`src/rtl/i2c_poll_scheduler.sv`:
```
// i2c_poll_scheduler: periodically reads REG_ADDR of sensor DEV_ADDR through the I2C master and publishes the beat value.
// Latency: poll tick -> m_start 2 cycles (master idle); m_done -> bpm_valid 2 cycles.
// Backpressure: m_start is held off while m_busy=1; ticks arriving while a poll is pending are dropped.
// Optional: define HR_AVG4_EN to publish the mean of the last 4 good samples instead of the raw byte.
module i2c_poll_scheduler #(
  parameter int unsigned POLL_PERIOD = 1000,
  parameter int unsigned TIMEOUT     = 500,
  parameter int unsigned MAX_RETRY   = 2,
  parameter logic [7:0]  DEV_ADDR    = 8'h0A,
  parameter logic [7:0]  REG_ADDR    = 8'h00
) (
  input  logic        clk,
  input  logic        reset,
  input  logic        enable,
  output logic        m_start,
  output logic [7:0]  m_add,
  output logic [7:0]  m_reg,
  input  logic        m_busy,
  input  logic        m_done,
  input  logic        m_ack_err,
  input  logic [7:0]  m_dout,
  output logic [7:0]  bpm,
  output logic        bpm_valid,
  output logic        err,
  output logic [15:0] sample_cnt,
  output logic [2:0]  state_dbg
);

  localparam int unsigned TICK_W = $clog2(POLL_PERIOD);
  localparam int unsigned TO_W   = $clog2(TIMEOUT);
  localparam logic [TICK_W-1:0] TICK_LAST = TICK_W'(POLL_PERIOD - 1);
  localparam logic [TO_W-1:0]   TO_LAST   = TO_W'(TIMEOUT - 1);
  localparam logic [2:0]        MAX_R     = 3'(MAX_RETRY);

  typedef enum logic [2:0] {
    S_IDLE      = 3'd0,
    S_WAIT_TICK = 3'd1,
    S_ISSUE     = 3'd2,
    S_WAIT_DONE = 3'd3,
    S_CHECK     = 3'd4,
    S_PUBLISH   = 3'd5,
    S_FAIL      = 3'd6,
    S_BACKOFF   = 3'd7
  } state_t;

  state_t            state_q, state_d;
  logic [TICK_W-1:0] tick_q;
  logic              tick_pend_q;
  logic [TO_W-1:0]   to_q;
  logic [2:0]        retry_q;
  logic [7:0]        cap_q;
  logic              ack_q;
  logic [7:0]        bpm_q;
  logic              bpm_valid_q;
  logic              err_q;
  logic [15:0]       cnt_q;
  logic              pub;
  logic [7:0]        pub_val;

  // A good read is committed on the CHECK->PUBLISH edge so bpm and its strobe appear together.
  assign pub = (state_q == S_CHECK) && !ack_q;

  // State register.
  always_ff @(posedge clk) begin
    if (reset) state_q <= S_IDLE;
    else       state_q <= state_d;
  end

  // Next-state logic; dropping enable never aborts a transaction already started.
  always_comb begin
    state_d = state_q;
    case (state_q)
      S_IDLE:      if (enable) state_d = S_WAIT_TICK;
      S_WAIT_TICK: begin
        if (!enable)                     state_d = S_IDLE;
        else if (tick_pend_q && !m_busy) state_d = S_ISSUE;
      end
      // Hold here if the master became busy since the decision, so m_start never overlaps m_busy.
      S_ISSUE:     if (!m_busy) state_d = S_WAIT_DONE;
      S_WAIT_DONE: begin
        if (m_done)              state_d = S_CHECK;
        else if (to_q == TO_LAST) state_d = S_FAIL;
      end
      S_CHECK:     state_d = ack_q ? S_FAIL : S_PUBLISH;
      S_PUBLISH:   state_d = enable ? S_WAIT_TICK : S_IDLE;
      S_FAIL: begin
        if (retry_q < MAX_R) state_d = S_BACKOFF;
        else                 state_d = enable ? S_WAIT_TICK : S_IDLE;
      end
      S_BACKOFF: begin
        if (!enable)     state_d = S_IDLE;
        else if (!m_busy) state_d = S_ISSUE;
      end
      default:     state_d = S_IDLE;
    endcase
  end

  // Outputs decoded from the current state.
  always_comb begin
    m_start    = (state_q == S_ISSUE) && !m_busy;
    m_add      = DEV_ADDR;
    m_reg      = REG_ADDR;
    state_dbg  = state_q;
    bpm        = bpm_q;
    bpm_valid  = bpm_valid_q;
    err        = err_q;
    sample_cnt = cnt_q;
  end

  // Free-running poll period counter, only while enabled.
  always_ff @(posedge clk) begin
    if (reset || !enable)      tick_q <= '0;
    else if (tick_q == TICK_LAST) tick_q <= '0;
    else                       tick_q <= tick_q + TICK_W'(1);
  end

  // Single pending-poll flag; a fresh tick wins over consumption in the same cycle, and
  // disabling discards any stale request so re-enable starts from a clean period.
  always_ff @(posedge clk) begin
    if (reset || !enable)                                tick_pend_q <= 1'b0;
    else if (tick_q == TICK_LAST)                        tick_pend_q <= 1'b1;
    else if (state_q == S_WAIT_TICK && state_d == S_ISSUE) tick_pend_q <= 1'b0;
  end

  // Transaction timeout counter, restarted for every attempt.
  always_ff @(posedge clk) begin
    if (reset)                       to_q <= '0;
    else if (state_q == S_ISSUE)     to_q <= '0;
    else if (state_q == S_WAIT_DONE) to_q <= to_q + TO_W'(1);
  end

  // Capture the master result on completion.
  always_ff @(posedge clk) begin
    if (reset) begin
      cap_q <= 8'd0;
      ack_q <= 1'b0;
    end else if (state_q == S_WAIT_DONE && m_done) begin
      cap_q <= m_dout;
      ack_q <= m_ack_err;
    end
  end

  // Retry bookkeeping within one poll.
  always_ff @(posedge clk) begin
    if (reset) begin
      retry_q <= 3'd0;
    end else begin
      case (state_q)
        S_PUBLISH: retry_q <= 3'd0;
        S_FAIL:    retry_q <= (retry_q < MAX_R) ? retry_q + 3'd1 : 3'd0;
        S_BACKOFF: if (!enable) retry_q <= 3'd0;
        default:   retry_q <= retry_q;
      endcase
    end
  end

  // Published value, strobe, sample counter and sticky error.
  always_ff @(posedge clk) begin
    if (reset) begin
      bpm_q       <= 8'd0;
      bpm_valid_q <= 1'b0;
      err_q       <= 1'b0;
      cnt_q       <= 16'd0;
    end else begin
      bpm_valid_q <= pub;
      if (pub) begin
        bpm_q <= pub_val;
        cnt_q <= cnt_q + 16'd1;
        err_q <= 1'b0;
      end else if (state_q == S_FAIL && !(retry_q < MAX_R)) begin
        err_q <= 1'b1;
      end
    end
  end

`ifdef HR_AVG4_EN
  // Three previous good samples (zero until filled) and how many are valid.
  logic [7:0]  h0_q, h1_q, h2_q;
  logic [1:0]  nprev_q;
  logic [9:0]  sum;
  logic [19:0] third;

  // Running mean; divide by 3 as multiply by 683/2048, exact floor for sums up to 765.
  always_comb begin
    sum     = 10'(cap_q) + 10'(h0_q) + 10'(h1_q) + 10'(h2_q);
    third   = 20'(sum) * 20'd683;
    pub_val = 8'd0;
    case (nprev_q)
      2'd0:    pub_val = sum[7:0];
      2'd1:    pub_val = sum[8:1];
      2'd2:    pub_val = third[18:11];
      default: pub_val = sum[9:2];
    endcase
  end

  // Shift history on every published sample.
  always_ff @(posedge clk) begin
    if (reset) begin
      h0_q    <= 8'd0;
      h1_q    <= 8'd0;
      h2_q    <= 8'd0;
      nprev_q <= 2'd0;
    end else if (pub) begin
      h0_q <= cap_q;
      h1_q <= h0_q;
      h2_q <= h1_q;
      if (nprev_q != 2'd3) nprev_q <= nprev_q + 2'd1;
    end
  end
`else
  // Raw byte straight from the sensor.
  always_comb begin
    pub_val = cap_q;
  end
`endif

endmodule
```
`config.mk`:
```
export PLATFORM = sky130hd
export DESIGN_NAME = i2c_poll_scheduler
export DESIGN_NICKNAME = d
export VERILOG_FILES = /design/src/rtl/i2c_poll_scheduler.sv
export SDC_FILE = /design/constraint.sdc
export NUM_CORES = 1
export LEC_CHECK = 0
export BUFFER_PORTS_ARGS = -buffer_cell sky130_fd_sc_hd__clkbuf_2
export CORE_MARGIN = 1
export CORE_UTILIZATION = 36
export DETAILED_ROUTE_END_ITERATION = 12
export GPL_TIMING_DRIVEN = 0
export PLACE_DENSITY_LB_ADDON = 0.1
export RECOVER_POWER = 100
export SLEW_MARGIN = 30
export SYNTH_ARGS = -nofsm -noshare
export SYNTH_HDL_FRONTEND = slang
export SYNTH_SLANG_ARGS = --single-unit
```
`constraint.sdc`:
```
create_clock -name clk -period 2.6 [get_ports clk]
set_clock_uncertainty 0.15 [all_clocks]
set_input_delay 0.26 -clock clk [delete_from_list [all_inputs] [get_ports clk]]
set_output_delay 0.26 -clock clk [all_outputs]
set_load 0.1 [all_outputs]
```
### After elaboration in Yosys (flattened, before gate mapping)

Index checks and enable logic that the tools add are counted.
W data, S select, Z words.

* flip-flop bits (word level): 61
* bits of input ports: 14
* output and inout port bits: 46
* logic and storage cells: 62

* $add $sub $neg: 4
* $lt $le $gt $ge: 1
* equal/unequal tests: 11
* mux-type cells: 17
* reductions and logical operators: 18

Operators by type and width (number)
* $mux W3: 11
* $pmux W3 S8: 1
* $add A16 B1 Y16 const B: 1
* $eq A3 B3 Y1 const B: 4
* $add A10 B1 Y10 const B: 1
* $eq A10 B10 Y1 const B: 1
* $add A9 B1 Y9 const B: 1
* $eq A3 B2 Y1 const B: 3
* $eq A9 B9 Y1 const B: 1
* $pmux W3 S3: 1
* $logic_and A1 B1 Y1: 6
* $reduce_or A2 Y1: 3
* $logic_not A1 Y1: 4
* $add A3 B1 Y3 const B: 1
* $eq A3 B1 Y1 const B: 1
* $logic_not A3 Y1: 1
* $lt A3 B2 Y1 const B: 1
* $mux W1: 3
* $reduce_bool A3 Y1: 1
* $mux W2: 1
* $ne A2 B2 Y1 const B: 1
* $reduce_and A2 Y1: 1
* $reduce_bool A2 Y1: 1
* $logic_or A1 B1 Y1: 1

### Logic depth before layout (Yosys ltp)

Gate-level depths: netlist (run 1).

* depth in word-level cells: 9
* mapped depth: 6

### Worst setup path after synthesis (run 1)

No wires, ideal clock.

* path kind: reg-to-output
* start point: reg state_q[1] (netlist: state_dbg[1])
* end point: out m_start
* arrival: 3.541 ns
* data required time: 2.190 ns
* setup slack: -1.351 ns
* cell stages (with the launch flop): 4
* buffers on the path: 1
* cells stage by stage: dfxtp_1 clkbuf_1 nand2b_1 nor3_1

* word-level cells in the longest chain between the ends: 2

Ends and longest elaborated chain
* start, declared: line 46 `state_t state_q, state_d;`
* start signal, assigned: line 66 `else state_q <= state_d;`
* $eq A3 B2 Y1: line 100 `m_start = (state_q == S_ISSUE) && !m_busy;`
* $logic_and A1 B1 Y1: line 100
* end, declared: line 15 `output logic m_start,`

No other way between the ends.

### Worst setup path after layout (run 1)

Same ends and word-level chain as after synthesis.

==> results of run 1 <==
tightest hold or removal path, cell delays in order:
cell and delay, ns:
clkbuf_2 0.13, or4_1 0.12, a31oi_1 0.06
where the power goes:
| group | leakage [nW] | total (mW) | internal [mW] | switching (mW) |
|---|---|---|---|---|
| clock network | 0.116 | 0.943 | 0.589 | 0.354 |
| registers | 0.492 | 0.938 | 0.937 | 0.00144 |
| logic | 0.635 | 0.182 | 0.0390 | 0.143 |
cells in the final DEF, fill, tap and decap left out, types with 10 or more instances in the layout:
master	netlist	routed
xor2_1	12	12
buf_4	16	16
nand3_1	10	10
clkbuf_8	0	11
nor2_1	36	36
nand2_1	54	54
conb_1	2	16
a21oi_1	28	28
dfxtp_1	61	60
clkbuf_2	0	13
xnor2_1	11	11
clkbuf_1	11	43
registers in the layout (all words and copies together), names as in the netlist:
signal / count
sample_cnt: 16
tick_q: 10
to_q: 9
bpm: 8
cap_q: 8
retry_q: 3
state_dbg: 3
ack_q: 1
bpm_valid: 1
err: 1
tick_pend_q: 1
area by class of cell:
type                    instances  area share, %
inverters                       3         0.3287
flip-flops and latches         61          35.68
multi-input cells             250          41.16
plain buffers                  29          4.931
repair buffers                 51          7.706
clock buffers                  12          4.529
clock inverters                 4          2.045
well taps                      99          3.616
per-layer routing:
layer	routed length, um	track usage, %	vias to the layer above	part of all wire, %
met3	348	4.617	6	6.0
met4	61	6.061	0	1.1
li1	-	-	1246	-
met5	0	0	-	0
met1	2761	18.87	1041	48
met2	2608	24.08	58	45
cells by family (layout without fill, tap and decap cells):
logic type / Yosys count / after routing
other: 2 / 16
xor gates and xnor gates: 23 / 23
and+or+nand+nor: 156 / 156
buffers and inverters: 32 / 99
DFF: 61 / 61
muxes: 5 / 5
adders and majority gates: 4 / 4
AOI/OAI and AO/OA: 46 / 46
worst paths after layout:
path,from,endpoint,slack (ns),cells after the start
max reg2reg,state_dbg[0],sample_cnt[13],0.28,5
min reg2reg,tick_q[0],tick_q[0],0.30,1
min,m_done,state_dbg[0],0.14,3
max,state_dbg[1],m_start,0.24,4
through the flow:
step / setup slack, ns / power [mW] / cells / hold slack, ns / utilization [%]
6_report: 0.2369 / 2.063 / 509 / 0.1358 / 46.73
5_1_grt: 0.07090 / 2.135 / 509 / 0.1613 / 46.73
4_1_cts: 0.2154 / 2.098 / 509 / 0.1131 / 47.33
3_5_place_dp: 0.4900 / 1.132 / 484 / 0.2892 / 43.03
3_3_place_gp: 0.5363 / 1.132 / 484 / 0.2806 / 43.03
2_1_floorplan: 0.09679 / 1.109 / 343 / 0.2460 / -
==> results.sh, run 1 <==
export IMPL_initialDrtViolationCount=83
export IMPL_holdBufCountCts=9
export IMPL_yosysTopAreaCell="dfxtp_1"
export IMPL_seq_area_frac_synth_pct=44.34
export IMPL_drive_gt1_share_pct=12.20
export IMPL_first_pass_iters=4
export IMPL_synth_simple_area_share_pct=28.31
export IMPL_cts_resized=0
export IMPL_cts_setup_buffers=0
export IMPL_antenna_found_initial=0
export IMPL_grt_max_degree=11
export IMPL_synth_area_leaders="dfxtp_1 44%, nand2_1 7.4%, a21oi_1 5.1%"
export IMPL_remaining_drc_errors=0
export IMPL_clockBufferDepth=2
export IMPL_setup_viol=0
export IMPL_synth_most_common_cell="dfxtp_1"
export IMPL_diodes=0
export IMPL_critPathKind="reg -> out"
export IMPL_syn_area_sq_mm=0.002754
export IMPL_routedWlPerCell_um=11.36
export IMPL_cp_end_kind="primary output"
export IMPL_yosysWarnings=0
export IMPL_syn2layout_area_growth_pct=24.40
export IMPL_slowest_stage="clkbuf_2"
export IMPL_die_x_um=89.46
export IMPL_cts_tree="built"
export IMPL_placed_cell_area_sq_mm=0.003154
export IMPL_min_period_ns=2.363
export IMPL_nNetsFinal=423
export IMPL_cp_required_ns=2.19
export IMPL_multi_input_area_sq_mm=0.001410
export IMPL_critPathArrivalTime_ns=1.95
export IMPL_die_height_um=89.46
export IMPL_worst_pin_slew_ns=1.217
export IMPL_cts_buffers=9
export IMPL_max_cap_violations=0
export IMPL_num_rows=31
export IMPL_synth_fa_ha_area_share_pct=1.817
export IMPL_design_area_sq_mm=0.003426
export IMPL_crit_family="buffers and inverters"
export IMPL_portBuffers=42
export IMPL_grt_pass1_wl_um=9011
export IMPL_h_tree_depth=3
export IMPL_crit_buf_inv=2
export IMPL_cts_root_buffer="clkbuf_8"
export IMPL_dieArea_sq_mm=0.008003
export IMPL_setup_tns_ns=0
export IMPL_cp_cell_sequence="clkbuf_1 -> nand2b_1 -> nor3_4 -> clkbuf_2"
export IMPL_track_usage_pct=15.03
export IMPL_nFillCells=767
export IMPL_gp_congestion=0.7710
export IMPL_syn_area_per_cell_sq_um=8.370
export IMPL_synth_top_family_by_area="simple AND/OR/NAND/NOR gates"
export IMPL_seqCellArea_sq_mm=0.001222
export IMPL_synth_top_area_share_pct=44.34
export IMPL_clkLatencyLatePin_ns=0.33
export IMPL_drv_slew=0
export IMPL_start_kind="register"
export IMPL_synth_area_mux_share_pct=1.908
export IMPL_final_period_utilization_pct=90.89
export IMPL_wirelength_um=5780
export IMPL_clk_pin_slew_ns=0.07
export IMPL_numClockSinks=61
export IMPL_synthTopCellsByCount="61 x dfxtp_1, 54 x nand2_1, 36 x nor2_1"
export IMPL_synth_edf_count=0
export IMPL_dpl_hpwl_um=4090
export IMPL_power_density_mw_per_mm2=602.2
export IMPL_crit_fanout=10
export IMPL_hold_path_class="in -> reg"
export IMPL_cp_slowest_stage_delay_ns=0.47
export IMPL_fmax_mhz=423.2
export IMPL_grt_overflow=0
export IMPL_viasPerCell=4.619
export IMPL_grt_pass1_vias=1957
export IMPL_synth_cells=329
export IMPL_vias=2351
export IMPL_yosys_area_share_xor_xnor_pct=7.315
export IMPL_ioPinCount=60
export IMPL_initial_core_util_pct=37.57
export IMPL_vdd_drop_max_uv=270.8
export IMPL_core_area_sq_mm=0.007331
export IMPL_synth_async_reset_ratio_pct=0
export IMPL_yosysUniqueCellTypes=44
export IMPL_status="complete, no violations"
export IMPL_synth_compound_area_share_pct=9.178
export IMPL_synth_flop_cell="dfxtp_1"
export IMPL_synth_seq_cells=61
export IMPL_hold_violations=0
export IMPL_maxSlewHeadroom_pct=19.23
export IMPL_p_leak_nw=1.244
export IMPL_rsz0062_at_grt="false"
export IMPL_detail_route_antenna_nets=0
Note: power is estimated with default switching activity, not from simulation.
==> run 2: changes to the inputs <==
--- a/config.mk
+++ b/config.mk
@@ -6,6 +6,7 @@
 export NUM_CORES = 1
 export LEC_CHECK = 0
 export BUFFER_PORTS_ARGS = -buffer_cell sky130_fd_sc_hd__clkbuf_2
+export CORE_ASPECT_RATIO = 0.9
 export CORE_MARGIN = 1
 export CORE_UTILIZATION = 36
 export DETAILED_ROUTE_END_ITERATION = 12
==> constraint.sdc (replaced) <==
create_clock -name clk -period 2.25 [get_ports clk]
set_clock_uncertainty 0.15 [all_clocks]
set_input_delay 0.225 -clock clk [delete_from_list [all_inputs] [get_ports clk]]
set_output_delay 0.225 -clock clk [all_outputs]
set_load 0.1 [all_outputs]
==> results.sh, run 2 (same netlist as run 1, synthesis figures left out) <==
export IMPL_status="complete, no violations"
export IMPL_worst_pin_slew_ns=1.221
export IMPL_min_path_cells=3
export IMPL_initial_core_util_pct=38.14
export IMPL_grt_overflow=0
export IMPL_drive_gt1_share_pct=16.34
export IMPL_cts_setup_buffers=0
export IMPL_antenna_found_initial=0
export IMPL_slowest_stage="or4b_4"
export IMPL_grt_use_met2_pct=23.58
export IMPL_cp_end_kind="register"
export IMPL_die_height_um=84.98
export IMPL_maxSlewHeadroom_pct=18.96
export IMPL_first_pass_iters=4
export IMPL_design_area_sq_mm=0.003437
export IMPL_portBuffers=42
export IMPL_clockBufferDepth=2
export IMPL_h_tree_depth=3
export IMPL_hold_violations=0
export IMPL_grt_max_degree=12
export IMPL_cts_tree="built"
export IMPL_syn2layout_area_growth_pct=24.81
export IMPL_track_usage_pct=15.26
export IMPL_critPathKind="reg -> reg"
export IMPL_wirelength_um=5870
export IMPL_vias=2342
export IMPL_clkLatencyLatePin_ns=0.34
export IMPL_num_rows=29
export IMPL_final_cells=503
export IMPL_hold_path_class="in -> reg"
export IMPL_reg2regPathDepth=5
export IMPL_dieArea_sq_mm=0.008004
export IMPL_clk_pin_slew_ns=0.07
export IMPL_fmax_mhz=475.7
export IMPL_cts_root_buffer="clkbuf_8"
export IMPL_layout_commonest_cell="nand2_1"
export IMPL_detail_route_antenna_nets=0
export IMPL_viasPerCell=4.656
export IMPL_cts_buffers=9
export IMPL_nNetsFinal=423
export IMPL_max_cap_violations=0
export IMPL_nFillCells=763
export IMPL_setup_tns_ns=0
export IMPL_cp_cell_sequence="buf_6 -> or4b_4 -> nor4_4 -> nand3_1 -> mux2_1"
export IMPL_grtUsageMet3_pct=5.108
export IMPL_dp_cells=478
export IMPL_vdd_drop_max_uv=373.3
export IMPL_rsz0062_at_grt="false"
export IMPL_crit_cells=5
export IMPL_diodes=0
export IMPL_cp_slowest_stage_delay_ns=0.53
export IMPL_dpl_hpwl_um=4156
export IMPL_power_density_mw_per_mm2=681.8
export IMPL_initialDrtViolationCount=85
export IMPL_cp_required_ns=2.33
export IMPL_grt_pass1_wl_um=9459
export IMPL_ioPinCount=60
export IMPL_placed_cell_area_sq_mm=0.003169
export IMPL_routedWlPerCell_um=11.67
export IMPL_crit_buf_inv=1
export IMPL_largest_register_ffs=16
export IMPL_core_area_sq_mm=0.007221
export IMPL_grt_busiest_layer="met2"
export IMPL_die_x_um=94.20
export IMPL_grt_use_met1_pct=19.58
export IMPL_drv_slew=0
export IMPL_critPathArrivalTime_ns=2.18
export IMPL_remaining_drc_errors=0
export IMPL_numClockSinks=61
export IMPL_p_leak_nw=1.260
export IMPL_fin_util_pct=47.60
export IMPL_grt_pass1_vias=2064
export IMPL_gp_congestion=0.8153
export IMPL_final_cell_mix="54 x nand2_1, 48 x dfxtp_1, 38 x clkbuf_1"
export IMPL_crit_family="simple AND/OR/NAND/NOR gates"
export IMPL_min_period_ns=2.102
export IMPL_setup_viol=0
export IMPL_start_kind="register"
export IMPL_final_period_utilization_pct=93.43
export IMPL_crit_fanout=9
run 2: report_power, final:
group | internal (mW) | switching, mW | total [mW]
sequential | 1.08 | 0.00206 | 1.08
combinational | 0.0464 | 0.165 | 0.211
clock | 0.618 | 0.433 | 1.05
total | 1.74 | 0.600 | 2.34
run 2: routing by layer:
layer	routed length [um]	up-vias	share of wire (%)
li1	-	1249	-
met1	3009	1036	51
met3	266	8	4.5
met2	2527	49	43
met5	0	-	0
met4	66	0	1.1
run 2: final timing paths:
| check | slack [ns] | end | start |
|---|---|---|---|
| worst max register to register | 0.15 | sample_cnt[15] | state_dbg[0] |
| worst min register to register | 0.30 | tick_q[0] | tick_q[0] |
| worst min-delay path | 0.11 | state_dbg[0] | m_done |
| worst max-delay path | 0.15 | sample_cnt[15] | state_dbg[0] |
run 2: stage by stage:
| step | worst slack (ns) | hold WS (ns) | power (mW) |
|---|---|---|---|
| after floorplan | 0.02674 | 0.2110 | 1.278 |
| final | 0.1479 | 0.1068 | 2.343 |
| after CTS | 0.004344 | 0.06573 | 2.385 |
| after detailed placement | 0.1417 | 0.2912 | 1.305 |
| after global placement | 0.1495 | 0.2869 | 1.305 |
| after global routing | 0.04624 | 0.1226 | 2.435 |
run 2: final cells by class:
class	instances	area, sq um	share of cell area [%]
plain buffers	29	178.9	5.206
flip-flops and latches	61	1242	36.15
well taps	93	116.4	3.386
clock buffers	9	123.9	3.604
inverters	3	11.26	0.3276
clock inverters	7	88.84	2.585
repair buffers	51	267.8	7.790
multi-input cells	250	1408	40.95
run 2: tightest hold or removal path: stages:
cell	delay [ns]
clkbuf_2	0.13
or4_1	0.12
a31oi_1	0.06
run 2: what timing repair did:
action | 4_1_cts | 5_1_grt
hold buffers | 9 | 0
hold endpoints to repair | 9 | 0
setup endpoints to repair | 1 | 1
resized for setup | 1 | 2
==> run 3: changes to the inputs <==
--- a/config.mk
+++ b/config.mk
@@ -5,11 +5,11 @@
 export SDC_FILE = /design/constraint.sdc
 export NUM_CORES = 1
 export LEC_CHECK = 0
-export BUFFER_PORTS_ARGS = -buffer_cell sky130_fd_sc_hd__clkbuf_2
 export CORE_ASPECT_RATIO = 0.9
 export CORE_MARGIN = 1
 export CORE_UTILIZATION = 36
 export DETAILED_ROUTE_END_ITERATION = 12
+export DONT_BUFFER_PORTS = 1
 export GPL_TIMING_DRIVEN = 0
 export PLACE_DENSITY_LB_ADDON = 0.1
 export RECOVER_POWER = 100
==> results.sh, run 3 (same netlist as run 1, synthesis figures left out) <==
export IMPL_status="finished, violations left"
export IMPL_violations="negative setup slack"
export IMPL_grt_max_degree=11
export IMPL_worst_pin_slew_ns=1.034
export IMPL_nNetsFinal=391
export IMPL_crit_fanout=6
export IMPL_detail_route_antenna_nets=0
export IMPL_grt_pass1_vias=2056
export IMPL_diodes=0
export IMPL_ioPinCount=60
export IMPL_remaining_drc_errors=0
export IMPL_hold_violations=0
export IMPL_seqCellArea_sq_mm=0.001266
export IMPL_initialDrtViolationCount=74
export IMPL_core_area_sq_mm=0.007221
export IMPL_layout_commonest_cell="nand2_1"
export IMPL_maxSlewHeadroom_pct=30.97
export IMPL_largest_register_ffs=16
export IMPL_power_density_mw_per_mm2=705.5
export IMPL_dieArea_sq_mm=0.008004
export IMPL_crit_end="m_start"
export IMPL_r2r_end="sample_cnt[15]"
export IMPL_start_kind="register"
export IMPL_num_rows=29
export IMPL_numClockSinks=61
export IMPL_viasPerCell=4.845
export IMPL_track_usage_pct=16.26
export IMPL_syn2layout_area_growth_pct=25.44
export IMPL_routedWlPerCell_um=13.06
export IMPL_cp_startpoint="state_dbg[1]"
export IMPL_h_tree_depth=3
export IMPL_clockBufferDepth=2
export IMPL_min_period_ns=2.315
export IMPL_reg2regPathDepth=5
export IMPL_design_area_sq_mm=0.003455
export IMPL_multi_input_area_sq_mm=0.001428
export IMPL_critPathArrivalTime_ns=1.94
export IMPL_cts_tree="built"
export IMPL_placed_cell_area_sq_mm=0.002960
export IMPL_cts_buffers=9
export IMPL_gp_congestion=0.7932
export IMPL_fmax_mhz=431.9
export IMPL_drive_gt1_share_pct=17.72
export IMPL_fin_ws_ns=-0.06550
export IMPL_vdd_drop_max_uv=357.7
export IMPL_max_cap_violations=0
export IMPL_die_x_um=94.20
export IMPL_grt_pass1_wl_um=9991
export IMPL_wirelength_um=6153
export IMPL_initial_core_util_pct=38.14
export IMPL_clkLatencyLatePin_ns=0.34
export IMPL_setup_viol=1
export IMPL_portBuffers=0
export IMPL_vias=2282
export IMPL_grt_overflow=0
export IMPL_rsz0062_at_grt="true"
export IMPL_reg2reg_slack_ns=0.09
export IMPL_cts_root_buffer="clkbuf_8"
export IMPL_final_period_utilization_pct=102.9
export IMPL_critPathKind="reg -> out"
export IMPL_clk_pin_slew_ns=0.06
export IMPL_cp_required_ns=1.88
export IMPL_die_height_um=84.98
export IMPL_first_pass_iters=4
export IMPL_p_leak_nw=1.258
export IMPL_nFillCells=701
export IMPL_antenna_found_initial=0
export IMPL_reg2reg_from="state_dbg[0]"
export IMPL_hold_path_class="in -> reg"
export IMPL_power_mw=2.437
export IMPL_final_cell_mix="54 x nand2_1, 45 x dfxtp_1, 36 x nor2_1"
export IMPL_drv_slew=0
export IMPL_cp_end_kind="primary output"
export IMPL_dpl_hpwl_um=4185
## run 3: cell types whose count changed in the layout (fill, tap and decap cells not counted), sizes merged
cell | before | now
clkinvlp | 1 | 0
bufinv | 2 | 1
clkinv | 3 | 0
dlygate4sd3 | 9 | 11
buf | 17 | 28
inv | 4 | 3
clkbuf | 63 | 24
## run 3: metrics by stage
step           hold WS (ns)  std cells  utilization, %  setup WS [ns]  TNS (ns)
3_5_place_dp         0.2184        436           41.00        -0.2024   -0.3107
6_report            0.04574        471           47.84       -0.06550  -0.06550
2_1_floorplan        0.2110        343               -        0.02674         0
3_3_place_gp         0.2148        436           40.98        -0.1874   -0.2733
5_1_grt             0.04632        471           47.84        -0.1135   -0.1162
4_1_cts             0.02932        468           47.11       -0.09546   -0.1641
## run 3: worst max-delay path: stages, from the launching register on
cell and delay, ns:
dfxtp_4 0.58, buf_8 0.16, nand2b_4 0.06, nor3_4 0.80
## run 3: final cells by class
| class | instances | area share (%) |
|---|---|---|
| repair buffers | 20 | 5.143 |
| well taps | 93 | 3.368 |
| clock buffers | 15 | 6.338 |
| multi-input cells | 250 | 41.33 |
| flip-flops and latches | 61 | 36.65 |
| inverters | 3 | 0.3260 |
| plain buffers | 28 | 5.976 |
| clock inverters | 1 | 0.8693 |
## run 3: how the worst min path moves through the flow
stage               startpoint            to  slack (ns)  cells past startpoint
floorplan            m_dout[0]      cap_q[0]        0.21                      2
global placement     m_dout[7]      cap_q[7]        0.21                      2
detailed placement   m_dout[7]      cap_q[7]        0.22                      2
CTS                     enable  state_dbg[0]        0.03                      3
global route            m_done  state_dbg[1]        0.05                      3
finish                  enable  state_dbg[0]        0.05                      3
## run 3: timing repair
action | CTS | global route
setup endpoints to repair | 14 | 7
gates resized for setup | 10 | 9
hold buffers | 11 | 0
pin swaps | 2 | 2
hold endpoints to repair | 14 | 0
setup buffers | 5 | 4
## run 3: report_power, final
part | leakage (nW) | total [mW] | switching (mW) | internal (mW)
Combinational | 0.629 | 0.204 | 0.155 | 0.0486
Clock | 0.126 | 1.15 | 0.415 | 0.738
Sequential | 0.503 | 1.08 | 0.00922 | 1.07
## run 3: routing by layer
layer	vias to the layer above	part of all wire (%)	global-route usage [%]
met5	-	0	0
met4	0	1.2	5.455
met3	8	6.4	7.258
met2	54	44	24.84
met1	1037	48	20.29
li1	1183	-	-
